==> src/rtl/dbus_periph_pkg.sv <==
// Shared types and register map for the data-bus UART transmitter.
package dbus_periph_pkg;

  typedef enum logic [1:0] {IDLE, START, DATA, STOP} uart_state_e;

  localparam logic [1:0] UART_TXDATA  = 2'd0;
  localparam logic [1:0] UART_STATUS  = 2'd1;
  localparam logic [1:0] UART_CTRL    = 2'd2;
  localparam logic [1:0] UART_DIVISOR = 2'd3;

  localparam int STS_FULL    = 0;
  localparam int STS_EMPTY   = 1;
  localparam int STS_BUSY    = 2;
  localparam int STS_OVF     = 3;
  localparam int STS_CNT_LSB = 4;

  // start + 8 data + stop
  localparam int FRAME_BITS = 10;

endpackage

==> src/rtl/sync_fifo.sv <==
// Single-clock FIFO with wrap-bit pointers; a push is taken when full if a pop lands on the same edge.
module sync_fifo #(
  parameter int WIDTH = 8,
  parameter int DEPTH = 8,
  localparam int AW = $clog2(DEPTH)
) (
  input  logic             CLK,
  input  logic             RSTn,
  input  logic             push,
  input  logic             pop,
  input  logic [WIDTH-1:0] wdata,
  output logic [WIDTH-1:0] rdata,
  output logic             full,
  output logic             empty,
  output logic [AW:0]      count
);
  localparam logic [AW:0] ONE = 1;

  logic [WIDTH-1:0] mem [DEPTH];
  logic [AW:0] wp, rp;
  logic do_push, do_pop;

  assign do_pop  = pop && !empty;
  assign do_push = push && (!full || do_pop);
  assign count   = wp - rp;
  assign empty   = wp == rp;
  assign full    = (wp[AW] != rp[AW]) && (wp[AW-1:0] == rp[AW-1:0]);
  assign rdata   = mem[rp[AW-1:0]];

  always_ff @(posedge CLK or negedge RSTn)
    if (!RSTn) begin
      wp <= '0;
      rp <= '0;
    end else begin
      if (do_push) wp <= wp + ONE;
      if (do_pop)  rp <= rp + ONE;
    end

  // When full, a same-edge push overwrites the slot being popped.
  always_ff @(posedge CLK)
    if (do_push) mem[wp[AW-1:0]] <= wdata;

endmodule

==> src/rtl/dbus_uart_tx.sv <==
// Memory-mapped 8N1 UART transmitter: bus decode, register file, TX FIFO and bit-timed FSM.
module dbus_uart_tx
  import dbus_periph_pkg::*;
#(
  parameter logic [9:0] BASE_WADDR   = 10'h3F0,
  parameter int         FIFO_DEPTH   = 8,
  parameter int         CLKS_PER_BIT = 434
) (
  input  logic        CLK,
  input  logic        RSTn,
  input  logic [9:0]  daddr,
  input  logic [31:0] ddata_w,
  input  logic        d_w,
  input  logic        d_r,
  output logic [31:0] rdata,
  output logic        sel,
  output logic        tx,
  output logic        irq
);
  localparam int CW = $clog2(FIFO_DEPTH) + 1;

  logic [1:0]    off;
  logic          wr, rd, push, pop, full, empty, last, n_tx;
  logic [CW-1:0] count;
  logic [7:0]    head, shreg, n_shreg;
  logic [15:0]   divisor, timer, n_timer;
  logic [2:0]    bitcnt, n_bitcnt;
  logic          enable, irq_en, overflow;
  uart_state_e   state, n_state;
  logic          unused_bits;

  assign sel  = daddr[9:2] == BASE_WADDR[9:2];
  assign off  = daddr[1:0];
  assign wr   = sel && d_w;
  assign rd   = sel && d_r;
  assign push = wr && off == UART_TXDATA;
  assign last = timer == 16'd0;
  assign unused_bits = ^ddata_w[31:16];

  sync_fifo #(.WIDTH(8), .DEPTH(FIFO_DEPTH)) u_fifo (
    .CLK, .RSTn, .push, .pop,
    .wdata(ddata_w[7:0]), .rdata(head),
    .full, .empty, .count
  );

  always_ff @(posedge CLK or negedge RSTn)
    if (!RSTn) begin
      enable   <= 1'b1;
      irq_en   <= 1'b0;
      divisor  <= 16'(CLKS_PER_BIT);
      overflow <= 1'b0;
    end else begin
      if (push && full && !pop)
        overflow <= 1'b1;
      else if (wr && off == UART_STATUS && ddata_w[STS_OVF])
        overflow <= 1'b0;
      if (wr && off == UART_CTRL) begin
        enable <= ddata_w[0];
        irq_en <= ddata_w[1];
      end
      if (wr && off == UART_DIVISOR)
        divisor <= (ddata_w[15:0] < 16'd2) ? 16'd2 : ddata_w[15:0];
    end

  always_comb begin
    rdata = '0;
    if (rd) begin
      case (off)
        UART_STATUS: begin
          rdata[STS_FULL]          = full;
          rdata[STS_EMPTY]         = empty;
          rdata[STS_BUSY]          = state != IDLE;
          rdata[STS_OVF]           = overflow;
          rdata[STS_CNT_LSB +: 4]  = 4'(count);
        end
        UART_CTRL:    rdata[1:0]  = {irq_en, enable};
        UART_DIVISOR: rdata[15:0] = divisor;
        default:      rdata       = '0;
      endcase
    end
  end

  always_comb begin
    n_state  = state;
    n_timer  = timer;
    n_bitcnt = bitcnt;
    n_shreg  = shreg;
    pop      = 1'b0;
    case (state)
      IDLE:
        if (enable && !empty) begin
          pop     = 1'b1;
          n_state = START;
          n_shreg = head;
          n_timer = divisor - 16'd1;
        end
      START:
        if (last) begin
          n_state  = DATA;
          n_bitcnt = 3'd0;
          n_timer  = divisor - 16'd1;
        end
      DATA:
        if (last) begin
          n_timer = divisor - 16'd1;
          if (bitcnt == 3'd7) n_state = STOP;
          else begin
            n_bitcnt = bitcnt + 3'd1;
            n_shreg  = shreg >> 1;
          end
        end
      STOP:
        if (last) begin
          // back-to-back frames: no idle gap when more data is queued
          if (enable && !empty) begin
            pop     = 1'b1;
            n_state = START;
            n_shreg = head;
            n_timer = divisor - 16'd1;
          end else n_state = IDLE;
        end
      default: n_state = IDLE;
    endcase
    if (!last && state != IDLE) n_timer = timer - 16'd1;
  end

  always_comb begin
    case (n_state)
      START:   n_tx = 1'b0;
      DATA:    n_tx = n_shreg[0];
      default: n_tx = 1'b1;
    endcase
  end

  always_ff @(posedge CLK or negedge RSTn)
    if (!RSTn) begin
      state  <= IDLE;
      timer  <= '0;
      bitcnt <= '0;
      shreg  <= '0;
      tx     <= 1'b1;
      irq    <= 1'b0;
    end else begin
      state  <= n_state;
      timer  <= n_timer;
      bitcnt <= n_bitcnt;
      shreg  <= n_shreg;
      tx     <= n_tx;
      irq    <= irq_en && empty && state == IDLE;
    end

endmodule

==> config.mk <==
export PLATFORM = sky130hd
export DESIGN_NAME = dbus_uart_tx
export DESIGN_NICKNAME = d
export VERILOG_FILES = /design/src/rtl/dbus_periph_pkg.sv /design/src/rtl/sync_fifo.sv /design/src/rtl/dbus_uart_tx.sv
export SDC_FILE = /design/constraint.sdc
export NUM_CORES = 1
export LEC_CHECK = 0
export BUFFER_PORTS_ARGS = -buffer_cell sky130_fd_sc_hd__buf_2
export CELL_PAD_IN_SITES_DETAIL_PLACEMENT = 0
export CELL_PAD_IN_SITES_GLOBAL_PLACEMENT = 2
export CORE_ASPECT_RATIO = 1.2
export CORE_UTILIZATION = 39
export DETAILED_ROUTE_END_ITERATION = 7
export PLACE_DENSITY_LB_ADDON = 0.1
export SYNTH_ARGS = -nofsm -noshare
export SYNTH_HDL_FRONTEND = slang
export SYNTH_SLANG_ARGS = --single-unit
==> constraint.sdc <==
create_clock -name CLK -period 4.7 [get_ports CLK]
set_clock_uncertainty 0.1 [all_clocks]
set_input_delay 0.705 -clock CLK [delete_from_list [all_inputs] [get_ports CLK]]
set_output_delay 0.705 -clock CLK [all_outputs]
set_load 0.05 [all_outputs]
==> run summary, run 1 <==
=====================================================================================
Largest net degree at the start of global routing                                  38
Global-route total usage across every layer                                     20.5%
HPWL after detailed placement                                                11500 um
Post-route worst hold slack                                                  0.193 ns
Worst R2R Path Depth                                                               10
Count leader, synth                                                      sky130_fd_sc_hd__edfxtp_1
Io pins                                                                            81
Total power after layout                                                      2890 uW
Total global routing overflow                                                       0
FF-to-FF setup slack                                                          1.06 ns
Seq/Total Area, Yosys                                                           53.3%
Worst-skew pair later-pin latency                                             0.42 ns
Width of the chip                                                              118 um
Total of cells resized after clock tree synthesis                                   0
Top post-synthesis cells by count                                        sky130_fd_sc_hd__edfxtp_1 (64), sky130_fd_sc_hd__nand2_1 (52), sky130_fd_sc_hd__dfrtp_1 (51), sky130_fd_sc_hd__nor2_1 (49), sky130_fd_sc_hd__o21ai_0 (28)
Peak ir drop on the vdd network                                            0.000220 V
Number of placement rows                                                           50
Number of max-capacitance violations reported                                       0
Remaining antenna violation count                                                   0
TritonCTS clock tree                                                              yes
Vias in the first global route                                                   4686
Crit-path slowest cell                                                   sky130_fd_sc_hd__or4_1
Clock-pin slew of the registers on the worst-case setup and hold paths        0.06 ns
First-pass detailed-route iteration total                                           6
Total leakage power                                                        0.00301 uW
Vertical die dimension                                                         142 um
Starting DRC count in detailed routing                                            317
Post-synthesis cell type with the largest combined area                  sky130_fd_sc_hd__edfxtp_1
CP max stage delay                                                            0.70 ns
Warnings, synthesis                                                                 0
Data required time of the worst path                                          4.92 ns
Critical Setup Path Class                                                     reg2reg
Worst Setup Start Kind                                                      flip-flop
Sum Neg Setup Slack                                                              0 ns
Crit path buffers/inverters                                                         0
Number of synthesized flops with an enable pin                                     64
Number of nets in the finished design                                             677
Final Slew Violations                                                               0
Final-report hold violation count                                                   0
Postcts setup bufs                                                                  0
Worst reg2reg endpoint                                                   timer[10]$_DFFE_PN0P_
Arr. time, crit path                                                          3.86 ns
Result of the run                                                           completed
Routed via count                                                                 4567
Worst-path cell chain                                                    or4_1, nor2_2, a21oi_1, a21oi_1, ha_1, nand3b_1, or2_2, nor3_1, a221oi_1, a311oi_1
Hold buffer count at CTS                                                            0
Time the final worst path needs with I/O delays and setup                     3.64 ns
Post-synthesis cell count                                                         556
Avg WL per Cell                                                               19.5 um
Achievable clock frequency                                                  0.275 GHz
Count of H-tree levels built during CTS                                             4
Placer's final routability congestion estimate                                  0.861
Critical path's most frequent cell                                       sky130_fd_sc_hd__a21oi_1
Fraction of the cycle the final worst path needs                                77.5%
Area added between synthesis and finish                                         16.7%
Average size of a mapped cell                                                11.4 um2
Crit Reg-Reg Startpoint                                                  timer[11]$_DFFE_PN0P_
Via count normalized by instance count                                           5.45
Drt drc                                                                             0
Core area                                                                  0.0158 mm2
Distinct cells, synth                                                              72
Actual transition at the worst max-transition pin                            0.880 ns
CTS root buffer                                                          sky130_fd_sc_hd__clkbuf_16
Initial antenna violation count                                                     0
Worst relative slew slack                                                       40.8%
Total wire length after detailed routing                                     16300 um
Port bufs                                                                          48
Setup repair after global routing missed its margin                                no
Top cells by area in the synthesized netlist                             sky130_fd_sc_hd__edfxtp_1 (30%), sky130_fd_sc_hd__dfrtp_1 (20%), sky130_fd_sc_hd__mux4_2 (5.7%)
Async set or reset register ratio after synthesis                               47.5%
Pwr Density                                                                391 mW/mm2
Hold Path Class                                                              in2async
Fill count                                                                       1511
Biggest fanout along the worst timing path                                          7
CP delay by family, top                                                  simple AND/OR/NAND/NOR gates
Total clock buffers created by CTS                                                 17
Floorplan die area                                                         0.0168 mm2
Most used DFF post-synth                                                 sky130_fd_sc_hd__edfxtp_1
First-pass GRT wire length                                                   25900 um
Number of endpoints failing setup at the final stage                                0
Fraction of layout cells with a size suffix above 1                             24.0%
Area share of the largest cell type after synthesis                             30.3%
Initial core utilization                                                        40.2%
Number of diodes                                                                    0
CTS sink count                                                                    122
Maximum clock insertion buffer count                                                2
Total standard cell area after synthesis                                  0.00634 mm2
Worst Setup End Kind                                                        flip-flop
Synthesized flop and latch total                                                  122
=====================================================================================
==> per-stage QoR <==
step | std cells | utilization [%] | cell area [um2] | setup WS, ns
floorplan | 571 | - | 6400 | 0.0293
global placement | 806 | 43.2 | 6810 | 1.15
detailed placement | 806 | 43.2 | 6810 | 1.13
CTS | 838 | 47.0 | 7400 | 1.11
global route | 838 | 47.0 | 7400 | 0.851
finish | 838 | 47.0 | 7400 | 1.06
==> where the power goes <==
part | switching (uW) | total [uW] | internal (uW) | leakage (uW)
Combinational | 234 | 347 | 112 | 0.00139
Clock | 518 | 1310 | 792 | 0.000287
Sequential | 62.4 | 1240 | 1180 | 0.00133
==> state kept, by name, summed over array words and instances, names as in the netlist <==
signal / cells
bitcnt: 3
divisor: 16
enable: 1
irq: 1
irq_en: 1
overflow: 1
shreg: 8
state: 2
timer: 16
tx: 1
u_fifo.mem: 64
u_fifo.rp: 4
u_fifo.wp: 4
==> how the worst max path moves through the flow <==
stage                             startpoint                     to  slack (ns)  depth (start not counted)
finish                 timer[11]$_DFFE_PN0P_  timer[10]$_DFFE_PN0P_        1.06                         10
global route           timer[11]$_DFFE_PN0P_  timer[10]$_DFFE_PN0P_        0.85                         10
CTS                    timer[11]$_DFFE_PN0P_  timer[10]$_DFFE_PN0P_        1.11                         10
detailed placement     timer[11]$_DFFE_PN0P_  timer[10]$_DFFE_PN0P_        1.13                         10
global placement    u_fifo.rp[2]$_DFFE_PN0P_   timer[3]$_DFFE_PN0P_        1.15                         10
floorplan                           daddr[8]               rdata[2]        0.03                          4
==> cells in the final DEF, fill, tap and decap left out, drive strengths merged, types with 6 or more instances in the layout <==
| cell type | synthesis | final |
|---|---|---|
| o21ai | 45 | 45 |
| dfrtp | 51 | 51 |
| mux2 | 16 | 16 |
| or3 | 7 | 7 |
| xor2 | 8 | 8 |
| mux4 | 16 | 16 |
| xnor2 | 8 | 8 |
| a22o | 11 | 11 |
| or4 | 8 | 8 |
| edfxtp | 64 | 64 |
| conb | 1 | 16 |
| inv | 13 | 20 |
| dfstp | 7 | 7 |
| a21oi | 23 | 23 |
| clkinv | 1 | 6 |
| ha | 13 | 13 |
| nand2 | 53 | 53 |
| a21o | 6 | 6 |
| buf | 23 | 65 |
| nor4 | 9 | 9 |
| and3 | 10 | 10 |
| nor3 | 24 | 24 |
| nand3 | 15 | 15 |
| clkbuf | 15 | 17 |
| nor2 | 52 | 52 |
==> cells by family (layout without fill, tap and decap cells) <==
logic type                 Yosys count  in the layout  synth area share [%]
and+or+nand+nor                    196            196                  16.0
AOI/OAI and AO/OA                  119            119                  12.2
xor gates and xnor gates            16             16                  2.21
adders and majority gates           14             14                  2.88
muxes                               36             36                  9.15
buffers and inverters               52            111                  4.22
DFF                                122            122                  53.3
other                                1             16                0.0591
==> area by class of cell <==
| cell class | instances | area (um2) | share of cell area (%) |
|---|---|---|---|
| Sequential cell | 122 | 3380 | 45.7 |
| Inverter | 14 | 52.6 | 0.710 |
| Multi-Input combinational cell | 397 | 2750 | 37.1 |
| Clock buffer | 17 | 425 | 5.75 |
| Timing Repair Buffer | 65 | 368 | 4.97 |
| Clock inverter | 15 | 165 | 2.23 |
| Tap cell | 208 | 260 | 3.52 |
==> metal layers <==
layer  vias to the layer above  routed length, um  share of wire [%]  GRT usage, %
met2                        86               8430                 52          35.6
li1                       2171                  -                  -             -
met4                         0                170                1.0          6.66
met5                         -                  0                  0             0
met1                      2295               7170                 44          25.6
met3                        15                541                3.3          4.06
Note: power is estimated with default switching activity, not from simulation.
==> run 2: changes to the inputs <==
--- a/config.mk
+++ b/config.mk
@@ -5,11 +5,12 @@
 export SDC_FILE = /design/constraint.sdc
 export NUM_CORES = 1
 export LEC_CHECK = 0
+export ABC_AREA = 1
 export BUFFER_PORTS_ARGS = -buffer_cell sky130_fd_sc_hd__buf_2
 export CELL_PAD_IN_SITES_DETAIL_PLACEMENT = 0
 export CELL_PAD_IN_SITES_GLOBAL_PLACEMENT = 2
 export CORE_ASPECT_RATIO = 1.2
-export CORE_UTILIZATION = 39
+export CORE_UTILIZATION = 32
 export DETAILED_ROUTE_END_ITERATION = 7
 export PLACE_DENSITY_LB_ADDON = 0.1
 export SYNTH_ARGS = -nofsm -noshare
==> constraint.sdc (replaced) <==
create_clock -name CLK -period 3.22 [get_ports CLK]
set_clock_uncertainty 0.1 [all_clocks]
set_input_delay 0.483 -clock CLK [delete_from_list [all_inputs] [get_ports CLK]]
set_output_delay 0.483 -clock CLK [all_outputs]
set_load 0.05 [all_outputs]
==> run 2 against run 1 <==
Setup slack got worse by 0.76 ns. Synthesized cell count rose by 35%. Sequential power rose by 56%. Die area rose by 24%. Flip-flop and latch count did not move. Area after synthesis rose by 2.0%. Worst hold slack got worse by 0.0022 ns. Global-route usage fell by 2.2 points. Clock-buffer cell count did not move. Final cell count rose by 30%. First-iteration DRC count fell by 22%. Critical path type is now reg2out. Critical endpoint is now rdata[7].
==> run summary, run 2 <==
=====================================================================================
Result of the run                                                           completed   unchanged
Detail Route met2 WL                                                          9590 um   was 8430 um
Worst relative slew slack                                                       43.7%   was 40.8%
Critical Setup Path Class                                                     reg2out   was reg2reg
Final-report hold violation count                                                   0   unchanged
Arr. time, crit path                                                          2.33 ns   was 3.86 ns
Number of standard cells in the layout, taps in and fillers out                  1089   was 838
Vias in the first global route                                                   5314   was 4686
Floorplan die area                                                         0.0208 mm2   was 0.0168 mm2
First-pass GRT wire length                                                   28500 um   was 25900 um
Sum Neg Setup Slack                                                              0 ns   unchanged
Seq/Total Area, Yosys                                                           52.3%   was 53.3%
Initial core utilization                                                        32.8%   was 40.2%
Fill count                                                                       2038   was 1511
Number of diodes                                                                    0   unchanged
HPWL after detailed placement                                                12900 um   was 11500 um
Top routing layer in use                                                         met4   unchanged
Total length of routed met3 wires                                              432 um   was 541 um
Worst Hold Depth                                                                    3
Warnings, synthesis                                                                 0   unchanged
Most frequent standard cell in the layout excluding fill and tap cells   sky130_fd_sc_hd__nand2_1   was sky130_fd_sc_hd__edfxtp_1
Maximum clock insertion buffer count                                                2   unchanged
Hold Crit Endpoint                                                       divisor[12]$_DFFE_PN0P_
Io pins                                                                            81   unchanged
Number of synthesized flops with an enable pin                                     64   unchanged
Worst Setup End Kind                                                     primary output   was flip-flop
CTS sink count                                                                    122   unchanged
Number of endpoints failing setup at the final stage                                0   unchanged
Distinct cells, synth                                                              44   was 72
Remaining antenna violation count                                                   0   unchanged
First-pass detailed-route iteration total                                           4   was 6
Total wire length after detailed routing                                     17800 um   was 16300 um
Initial antenna violation count                                                     0   unchanged
Peak ir drop on the vdd network                                            0.000333 V   was 0.000220 V
Port bufs                                                                          48   unchanged
Width of the chip                                                              132 um   was 118 um
Util after Layout                                                               38.8%   was 47.0%
Number of nets in the finished design                                             875   was 677
Achievable clock frequency                                                  0.343 GHz
Placer's final routability congestion estimate                                  0.822   was 0.861
Number of placement rows                                                           56   was 50
Total global routing overflow                                                       0   unchanged
Total clock buffers created by CTS                                                 17   unchanged
Area share of the largest cell type after synthesis                             29.7%   was 30.3%
Avg WL per Cell                                                               16.3 um   was 19.5 um
Routed via count                                                                 5168   was 4567
Worst R2R Path Depth                                                               13   was 10
CTS root buffer                                                          sky130_fd_sc_hd__clkbuf_16   unchanged
Drt drc                                                                             0   unchanged
Detailed-route wire length on metal 1                                         7490 um   was 7170 um
Via count normalized by instance count                                           4.75   was 5.45
Post-synthesis cell type with the largest combined area                  sky130_fd_sc_hd__edfxtp_1   unchanged
Data required time of the worst path                                          2.64 ns   was 4.92 ns
Count leader, synth                                                      sky130_fd_sc_hd__nand2_1   was sky130_fd_sc_hd__edfxtp_1
Final Slew Violations                                                               0   unchanged
Actual transition at the worst max-transition pin                            0.841 ns   was 0.880 ns
Number of max-capacitance violations reported                                       0   unchanged
Total standard cell area after synthesis                                  0.00647 mm2   was 0.00634 mm2
FF-to-FF setup slack                                                          0.37 ns   was 1.06 ns
Fraction of layout cells with a size suffix above 1                             16.3%   was 24.0%
Most used cells in the layout excluding fill and tap cells               sky130_fd_sc_hd__nand2_1 (213), sky130_fd_sc_hd__nand3_1 (71), sky130_fd_sc_hd__edfxtp_1 (64)   was sky130_fd_sc_hd__edfxtp_1 (64), sky130_fd_sc_hd__nand2_1 (52), sky130_fd_sc_hd__dfrtp_1 (51)
Average size of a mapped cell                                                8.61 um2   was 11.4 um2
Count of placed standard cells including taps                                    1056   was 806
Core area                                                                  0.0197 mm2   was 0.0158 mm2
Top post-synthesis cells by count                                        sky130_fd_sc_hd__nand2_1 (213), sky130_fd_sc_hd__nand3_1 (71), sky130_fd_sc_hd__edfxtp_1 (64), sky130_fd_sc_hd__inv_1 (62), sky130_fd_sc_hd__nor2_1 (62)   was sky130_fd_sc_hd__edfxtp_1 (64), sky130_fd_sc_hd__nand2_1 (52), sky130_fd_sc_hd__dfrtp_1 (51), sky130_fd_sc_hd__nor2_1 (49), sky130_fd_sc_hd__o21ai_0 (28)
Total leakage power                                                        0.00333 uW   was 0.00301 uW
Async set or reset register ratio after synthesis                               47.5%   unchanged
Clock-pin slew of the registers on the worst-case setup and hold paths        0.06 ns   about the same
Area taken by flip-flops and latches                                      0.00338 mm2   unchanged
Global-route total usage across every layer                                     18.3%   was 20.5%
Biggest fanout along the worst timing path                                          4   was 7
Vertical die dimension                                                         158 um   was 142 um
Count of H-tree levels built during CTS                                             4   unchanged
Hold Path Class                                                                in2reg   was in2async
Worst-skew pair later-pin latency                                             0.42 ns   about the same
Launch instance of the worst min-delay path                               ddata_w[12]
Largest net degree at the start of global routing                                  35   was 38
Final critical-path setup slack                                              0.302 ns   was 1.06 ns
Area added between synthesis and finish                                         18.0%   was 16.7%
Starting DRC count in detailed routing                                            247   was 317
Fraction of the cycle the final worst path needs                                90.6%
Top cells by area in the synthesized netlist                             sky130_fd_sc_hd__edfxtp_1 (30%), sky130_fd_sc_hd__dfrtp_1 (20%), sky130_fd_sc_hd__nand2_1 (12%)   was sky130_fd_sc_hd__edfxtp_1 (30%), sky130_fd_sc_hd__dfrtp_1 (20%), sky130_fd_sc_hd__mux4_2 (5.7%)
Worst reg2reg endpoint                                                   u_fifo.mem[2][6]$_DFFE_PP_   was timer[10]$_DFFE_PN0P_
Synthesized flop and latch total                                                  122   unchanged
TritonCTS clock tree                                                              yes   unchanged
Post-synthesis cell count                                                         751   was 556
Most used DFF post-synth                                                 sky130_fd_sc_hd__edfxtp_1   unchanged
Max FFs per register                                                               64   unchanged
Post-route worst hold slack                                                  0.191 ns   was 0.193 ns
Worst Setup Start Kind                                                      flip-flop   unchanged
Time the final worst path needs with I/O delays and setup                     2.92 ns
Pwr Density                                                                705 mW/mm2   was 391 mW/mm2
Area taken by multi-input logic gates                                     0.00264 mm2   was 0.00275 mm2
Crit Reg-Reg Startpoint                                                  u_fifo.wp[0]$_DFFE_PN0P_   was timer[11]$_DFFE_PN0P_
Pre-CTS setup slack                                                          0.315 ns   was 1.13 ns
Setup repair after global routing missed its margin                                no   unchanged
=====================================================================================
[run 2: cell types whose count changed after synthesis, moves of 10 or more]
cell / previous run / this run
sky130_fd_sc_hd__inv_1: 13 / 62
sky130_fd_sc_hd__a22o_1: 11 / 0
sky130_fd_sc_hd__nor2_1: 49 / 62
sky130_fd_sc_hd__mux2_2: 15 / 1
sky130_fd_sc_hd__o21ai_0: 28 / 58
sky130_fd_sc_hd__o21ai_1: 16 / 2
sky130_fd_sc_hd__and3_1: 10 / 0
sky130_fd_sc_hd__nand2_1: 52 / 213
sky130_fd_sc_hd__nand3_1: 14 / 71
sky130_fd_sc_hd__mux4_2: 16 / 0
[run 2: cell type report]
type                    instances  share of cell area (%)
inverters                      67                    3.31
repair buffers                 73                    5.64
clock inverters                15                    2.31
flip-flops and latches        122                    44.3
multi-input cells             534                    34.6
clock buffers                  17                    5.57
well taps                     261                    4.28
[run 2: how the worst max path moves through the flow]
stage,startpoint,endpoint
floorplan,u_fifo.rp[1]$_DFFE_PN0P_,rdata[7]
global placement,daddr[7],u_fifo.mem[2][6]$_DFFE_PP_
detailed placement,daddr[3],u_fifo.mem[2][6]$_DFFE_PP_
CTS,u_fifo.wp[2]$_DFFE_PN0P_,rdata[0]
global route,u_fifo.wp[0]$_DFFE_PN0P_,u_fifo.mem[2][6]$_DFFE_PP_
finish,u_fifo.wp[2]$_DFFE_PN0P_,rdata[7]
[run 2: logic make-up (layout without fill, tap and decap cells)]
kind of cell	after synthesis	after routing	share of synthesized area (%)
xor gates and xnor gates	9	9	1.34
buffers and inverters	110	172	7.95
and+or+nand+nor	386	386	25.7
other	1	16	0.0580
AOI/OAI and AO/OA	108	108	9.66
muxes	1	1	0.174
adders and majority gates	14	14	2.83
DFF	122	122	52.3
[run 2: report_power, final]
group / switching [uW] / total, uW / internal, uW / leakage, uW
Clock: 785 / 1950 / 1170 / 0.000295
Sequential: 118 / 1930 / 1810 / 0.00124
Combinational: 1030 / 1500 / 464 / 0.00179
Total: 1940 / 5380 / 3450 / 0.00333
[run 2: critical path, stage by stage, from the launching register on]
cell,delay [ns]
sky130_fd_sc_hd__dfrtp_1,0.42
sky130_fd_sc_hd__ha_1,0.31
sky130_fd_sc_hd__inv_1,0.06
sky130_fd_sc_hd__buf_4,0.13
sky130_fd_sc_hd__o31ai_1,0.27
sky130_fd_sc_hd__xor2_1,0.18
sky130_fd_sc_hd__nand2_1,0.07
sky130_fd_sc_hd__a21oi_1,0.18
sky130_fd_sc_hd__buf_2,0.30
[run 2: per-layer routing]
layer	GRT usage (%)	up-vias
met2	35.4	76
li1	-	2601
met4	5.48	0
met3	3.27	19
met5	0	-
met1	20.3	2472
[run 2: through the flow]
step	total power, uW	area, um2
2_1_floorplan	3020	6530
3_3_place_gp	3470	7010
3_5_place_dp	3480	7010
4_1_cts	5460	7630
5_1_grt	5740	7630
6_report	5380	7630
[run 2: timing repair]
action / CTS / global route
setup endpoints to repair: 0 / 1
endpoints found under the hold margin: 17 / 0
resized for setup: 0 / 1
setup buffers: 0 / 0
hold buffers: 1 / 0
